<file path="src/rtl/mmio_bus_ctrl.sv">
// Memory-mapped data-bus controller: decodes processor accesses onto NUM_CH req/ack slave channels.
// Optional bus-error timeout is compiled in with `define MMIO_TIMEOUT_EN.
module mmio_bus_ctrl #(
  parameter int DATA_W      = 16,
  parameter int ADDR_W      = 16,
  parameter int NUM_CH      = 4,
  parameter int SEL_W       = $clog2(NUM_CH),
  parameter int TIMEOUT_CYC = 255,
  parameter logic [DATA_W-1:0] ERR_DATA = DATA_W'(16'hDEAD)
) (
  input  logic                     Clock,
  input  logic                     ResetN,
  input  logic                     ReadData,
  input  logic                     WriteData,
  input  logic [ADDR_W-1:0]        DataAddr,
  input  logic [DATA_W-1:0]        DataOut,
  output logic [DATA_W-1:0]        DataIn,
  output logic                     DataDone,
  output logic                     BusError,
  output logic [NUM_CH-1:0]        ch_req,
  output logic                     ch_we,
  output logic [ADDR_W-SEL_W-1:0]  ch_addr,
  output logic [DATA_W-1:0]        ch_wdata,
  input  logic [NUM_CH*DATA_W-1:0] ch_rdata,
  input  logic [NUM_CH-1:0]        ch_ack,
  output logic [1:0]               dbg_state
);

  localparam logic [1:0] IDLE = 2'd0;
  localparam logic [1:0] REQ  = 2'd1;
  localparam logic [1:0] DONE = 2'd2;

  // Handshake: a channel sees ch_req[k] held high with stable ch_we/ch_addr/ch_wdata
  // until it returns ch_ack[k]; the processor holds ReadData/WriteData until DataDone.

  logic [1:0]        state;
  logic [SEL_W-1:0]  sel_q;
  logic [SEL_W-1:0]  sel;
  logic              ack_sel;
  logic              timeout;
  logic [DATA_W-1:0] rdata_sel;

  assign sel       = DataAddr[ADDR_W-1 -: SEL_W];
  assign ack_sel   = ch_ack[sel_q];
  assign dbg_state = state;

  always_comb begin
    rdata_sel = '0;
    for (int k = 0; k < NUM_CH; k++) begin
      if (sel_q == SEL_W'(k)) rdata_sel = ch_rdata[k*DATA_W +: DATA_W];
    end
  end

`ifdef MMIO_TIMEOUT_EN
  localparam int CNT_W = $clog2(TIMEOUT_CYC + 1);

  logic [CNT_W-1:0] wait_cnt;

  assign timeout = (wait_cnt == CNT_W'(TIMEOUT_CYC));

  // Counter restarts on each new access and never passes TIMEOUT_CYC, since reaching it ends REQ.
  always_ff @(posedge Clock or negedge ResetN) begin
    if (!ResetN) begin
      wait_cnt <= '0;
      BusError <= 1'b0;
    end else begin
      if (state == IDLE && (ReadData || WriteData)) begin
        wait_cnt <= '0;
      end else if (state == REQ && !ack_sel) begin
        if (timeout) BusError <= 1'b1;
        else         wait_cnt <= wait_cnt + 1'b1;
      end
    end
  end
`else
  logic [31:0] unused_timeout_cyc;

  assign unused_timeout_cyc = TIMEOUT_CYC;
  assign timeout            = 1'b0;
  assign BusError           = 1'b0;
`endif

  always_ff @(posedge Clock or negedge ResetN) begin
    if (!ResetN) begin
      state    <= IDLE;
      sel_q    <= '0;
      DataIn   <= '0;
      DataDone <= 1'b0;
      ch_req   <= '0;
      ch_we    <= 1'b0;
      ch_addr  <= '0;
      ch_wdata <= '0;
    end else begin
      case (state)
        IDLE: begin
          if (WriteData || ReadData) begin
            sel_q    <= sel;
            ch_addr  <= DataAddr[ADDR_W-SEL_W-1:0];
            ch_wdata <= DataOut;
            ch_we    <= WriteData;
            ch_req   <= NUM_CH'(1) << sel;
            state    <= REQ;
          end
        end
        REQ: begin
          if (ack_sel) begin
            if (!ch_we) DataIn <= rdata_sel;
            ch_req <= '0;
            state  <= DONE;
          end else if (timeout) begin
            if (!ch_we) DataIn <= ERR_DATA;
            ch_req <= '0;
            state  <= DONE;
          end
        end
        DONE: begin
          // First DONE cycle arms the pulse; second carries DataDone while the processor releases.
          if (!DataDone) begin
            DataDone <= 1'b1;
          end else begin
            DataDone <= 1'b0;
            state    <= IDLE;
          end
        end
        default: state <= IDLE;
      endcase
    end
  end

endmodule

</file>
<file path="config.mk">
export PLATFORM = sky130hd
export DESIGN_NAME = mmio_bus_ctrl
export DESIGN_NICKNAME = d
export VERILOG_FILES = /design/src/rtl/mmio_bus_ctrl.sv
export SDC_FILE = /design/constraint.sdc
export NUM_CORES = 1
export LEC_CHECK = 0
export BUFFER_PORTS_ARGS = -buffer_cell sky130_fd_sc_hd__buf_2
export CAP_MARGIN = 0
export CORE_MARGIN = 4
export CORE_UTILIZATION = 47
export CTS_CLUSTER_SIZE = 14
export DETAILED_ROUTE_END_ITERATION = 8
export PLACE_DENSITY = 0.83
export SYNTH_ARGS = -nofsm -noshare
export SYNTH_HDL_FRONTEND = slang
export SYNTH_SLANG_ARGS = --single-unit
</file>
<file path="constraint.sdc">
create_clock -name Clock -period 4.25 [get_ports Clock]
set_clock_uncertainty 0.05 [all_clocks]
set_input_delay 0.425 -clock Clock [delete_from_list [all_inputs] [get_ports Clock]]
set_output_delay 0.425 -clock Clock [all_outputs]
set_load 0.01 [all_outputs]
</file>
* Word level (Yosys, flattened, before mapping)
Cells that the tools add are included.
Storage, ports and cells: register bits after elaboration 56, bits in latches 0, bits in writable memories 0, bits in read-only memories 0, input port bits 104, output and inout bits 55, memories kept 0
Operators by class: add/sub/neg operators 0, multiply operators 0, divide/modulo/power cells 0, magnitude comparators 1, eq/ne operators 8, shift operators 1, mux-type cells 14, bitwise operators 1, reductions and logical operators 8
Operators by type and width (count):
- 16-bit 2-to-1 mux | 4
- 3-bit AND reduction | 3
- 4-bit 2-to-1 mux | 2
- 4-bit one-hot mux with 2 select lines | 1
- 2-bit == test, second input constant | 3
- 2-bit 2-to-1 mux | 3
- 2-bit != test, second input constant | 3
- 2-bit one-hot mux with 3 select lines | 1
- 2-bit by 1-bit == test with 1-bit output, second input constant | 2
- 2-bit zero test | 2
- 1-bit by 2-bit left shift with 4-bit output, first input constant | 1
- 2-bit by 3-bit < comparator with 1-bit output, second input constant | 1
- 1-bit binary-select mux with 2-bit select | 1
- 1-bit 2-to-1 mux | 2
- 2-bit AND reduction | 1
- 2-bit nonzero test | 1
- 1-bit logical OR | 1
- 1-bit inverter | 1

* Logic depth before layout (Yosys ltp)
word-level depth 5, mapped depth 6, depth with buffers taken out 4

* Worst setup path after synthesis
Ideal clock, no wire load.
kind register to register, start reg sel_q[0], end reg DataIn[10], setup time 0.125 ns, arrival 1.595 ns, required time 4.075 ns, setup slack 2.479 ns, stages on the path, launching flop included 6, period minus slack after synthesis 1.771 ns, cell sequence dfrtp_1 buf_6 mux4_2 nand3b_4 buf_12 mux2_4
Between the ends: longest elaborated chain between the ends 5, elaborated cells between the ends (all ways) 11
Ends and longest elaborated chain:
- start: declaration | RTL line 37 | logic [SEL_W-1:0] sel_q;
- start signal: assignment | RTL line 97 | sel_q <= sel;
- 2-bit zero test | RTL line 50 | if (sel_q == SEL_W'(k)) rdata_sel = ch_rdata[k*DATA_W +: DATA_W];
- 16-bit 2-to-1 mux (4 in series) | RTL line 50
- end signal: assignment | RTL line 107 | if (!ch_we) DataIn <= rdata_sel;
- end: declaration | RTL line 17 | output logic [DATA_W-1:0] DataIn,
Parallel ways exist; a longest one is shown, timed or not. The select of a mux whose other input is x is not followed. A chain may end at the register's enable or synchronous reset.

* Worst setup path in the final report
start reg sel_q[0], end reg DataIn[14]
Same word-level chain as after synthesis.

==> impl_metrics.tcl <==
set metrics [dict create \
    status "finished, final reports clean" \
    yosysWarnings 0 \
    synth_top_family_by_area "multiplexers" \
    start_kind "flop" \
    synthXorXnorAreaFrac 0.00330 \
    place_area_um2 3470 \
    maxSlewHeadroom 0.363 \
    clk_pin_slew_ns 0.09 \
    grt_pass1_vias 2143 \
    drt_iter0_markers 66 \
    cts.repair.resized 0 \
    drcViolationCount 0 \
    drv_cap 0 \
    diodes 0 \
    cts.sinks 56 \
    fin_crit_ns 2.47 \
    dr_total_vias 1926 \
    setup_viol 0 \
    endpoint_kind "flop" \
    finalPower_mw 2.46 \
    worstPathRequired_ns 4.39 \
    overflow 0 \
    avgSynthCellArea_um2 16.8 \
    ant_nets 0 \
    yosysTopAreaCellShare 0.528 \
    timing.fmax_ghz 0.405 \
    path_max_fanout 18 \
    ioPinCount 159 \
    clk_path_buf_depth 2 \
    fin_crit_sh 0.581 \
    synth.cell_area_um2 2650 \
    syn_nets 262 \
    grt_max_degree 57 \
    nNetsFinal 417 \
    hold_path.class "primary input to asynchronous set/reset pin" \
    initial_utilization 0.482 \
    fin_area_um2 3550 \
    clk_latency_ns 0.30 \
    die_y_um 83.1 \
    synth_compound_area_frac 0.0212 \
    arrival_ns 2.61 \
    synth-seq-cells 56 \
    dp_hpwl_um 4950 \
    synthMuxAreaShare 0.386 \
    synthTopCellsByArea "dfrtp_1, mux2_2, mux4_2" \
    dieArea_um2 6910 \
    yosysTopAreaCell "dfrtp_1" \
    finalHoldViolCount 0 \
    yosys.area_share.simple 0.0311 \
    synth_cell_types 25 \
    areaGrowthSynthToFinish_pct 33.9 \
    async_flop_share 1.00 \
    syn_inst 158 \
    grt_first_pass_wirelength_um 10300 \
    grt_setup_unrepaired "no" \
    fp.dieW_um 83.1 \
    vdd_drop_max_uv 299 \
    drt-vias-per-instance 4.99 \
    critical_path_class "flop to flop" \
    synth_edf_count 0 \
    h-tree-depth 2 \
    synth_common_cells "dfrtp_1, mux2_2, mux4_2, mux2_4, mux4_1" \
    postCtsHoldBufs 0 \
    synth_most_common_cell "dfrtp_1" \
    cts_tree "yes" \
    cts_made_buffers 5 \
    root_buffer "clkbuf_8" \
    portBuffers 157 \
    worstMarginPinSlew_ns 0.955 \
    ys.flop_type "dfrtp_1" \
    antenna_found_initial 0 \
    drt_wl_total_um 6140 \
    cellLeakagePower_nw 1.80 \
    layout-drive-gt1-share 0.717 \
    core-area_um2 5510 \
    yosysSeqAreaShare 0.528 \
    drt-pass1-iter-count 4 \
    gp_congestion 0.857 \
    fin_tns_setup_ns 0 \
    cts_setup_buffers 0 \
    power_density_nw_per_um2 693 \
    rows 27 \
    grt_use_total 0.185 \
    slew_viol_final 0 \
    wl_per_cell_um 15.9 \
    synth_fa_ha_area_frac 0 \
]
-- kinds of logic after synthesis --
| logic type | Yosys count |
|---|---|
| XOR/XNOR | 1 |
| AND/OR/NAND/NOR | 13 |
| buffers and inverters | 11 |
| other | 1 |
| AO/OA/AOI/OAI | 7 |
| flip-flops | 56 |
| multiplexers | 69 |
-- layout make-up --
class | instances | area (um^2)
Fill cell | 419 | 1950
Multi-Input combinational cell | 91 | 1170
Clock buffer | 7 | 76.3
Sequential cell | 56 | 1400
Clock inverter | 1 | 8.76
Timing Repair Buffer | 159 | 801
Tap cell | 72 | 90.1
-- flip-flops by register name (all words and copies together), names as in the netlist --
name,flops
DataIn,16
ch_addr,14
sel_q,2
dbg_state,2
ch_wdata,16
ch_we,1
ch_req,4
DataDone,1
-- stage by stage --
stage                     cells  worst slack, ns  hold WS [ns]   util
after floorplan             158             2.48        0.0794      -
after global placement      378             1.80         0.431  0.630
after detailed placement    378             1.75         0.440  0.630
after CTS                   386             1.74         0.221  0.645
after global routing        386             1.61         0.244  0.645
final                       386             1.78         0.189  0.645
-- worst paths after layout --
path / slack (ns) / endpoint / cells past startpoint / startpoint
max reg2reg: 1.78 / DataIn[14]$_DFFE_PN0P_ / 3 / sel_q[0]$_DFFE_PN0P_
min in group Clock: 0.30 / ch_addr[10]$_DFFE_PN0P_ / 2 / DataAddr[10]
max: 1.78 / DataIn[14]$_DFFE_PN0P_ / 3 / sel_q[0]$_DFFE_PN0P_
max in group asynchronous: 3.51 / ch_wdata[8]$_DFFE_PN0P_ / 2 / ResetN
min: 0.19 / ch_addr[6]$_DFFE_PN0P_ / 2 / ResetN
min reg2reg: 0.46 / ch_wdata[5]$_DFFE_PN0P_ / 1 / ch_wdata[5]$_DFFE_PN0P_
-- cells in the final DEF (no fill, tap or decap), drive strengths merged --
cell type and instances:
dfrtp 56, clkinv 1, nand3b 1, conb 1, mux4 17, nand2 2, a22o 1, mux2 48
and2 1, o2bb2ai 4, o21a 1, nor2 3, o21ai 1, mux2i 4, nand2b 3, clkbuf 7
nor2b 3, buf 159, xnor2 1
-- power by group --
group / internal [mW] / switching, mW
clock network: 0.118 / 0.163
logic: 0.694 / 0.480
registers: 0.800 / 0.207
-- metal layers --
metal	wire length [um]	GRT usage
met5	0	0
met4	116	0.0594
met1	2430	0.226
met3	526	0.0546
met2	3070	0.315
-- worst max-delay path, stage by stage (launching register included) --
cell      delay, ns
dfrtp_1        0.98
mux4_2         0.66
nand3b_4       0.29
mux2_2         0.37
No activity file was read; power rests on OpenSTA's default activity.
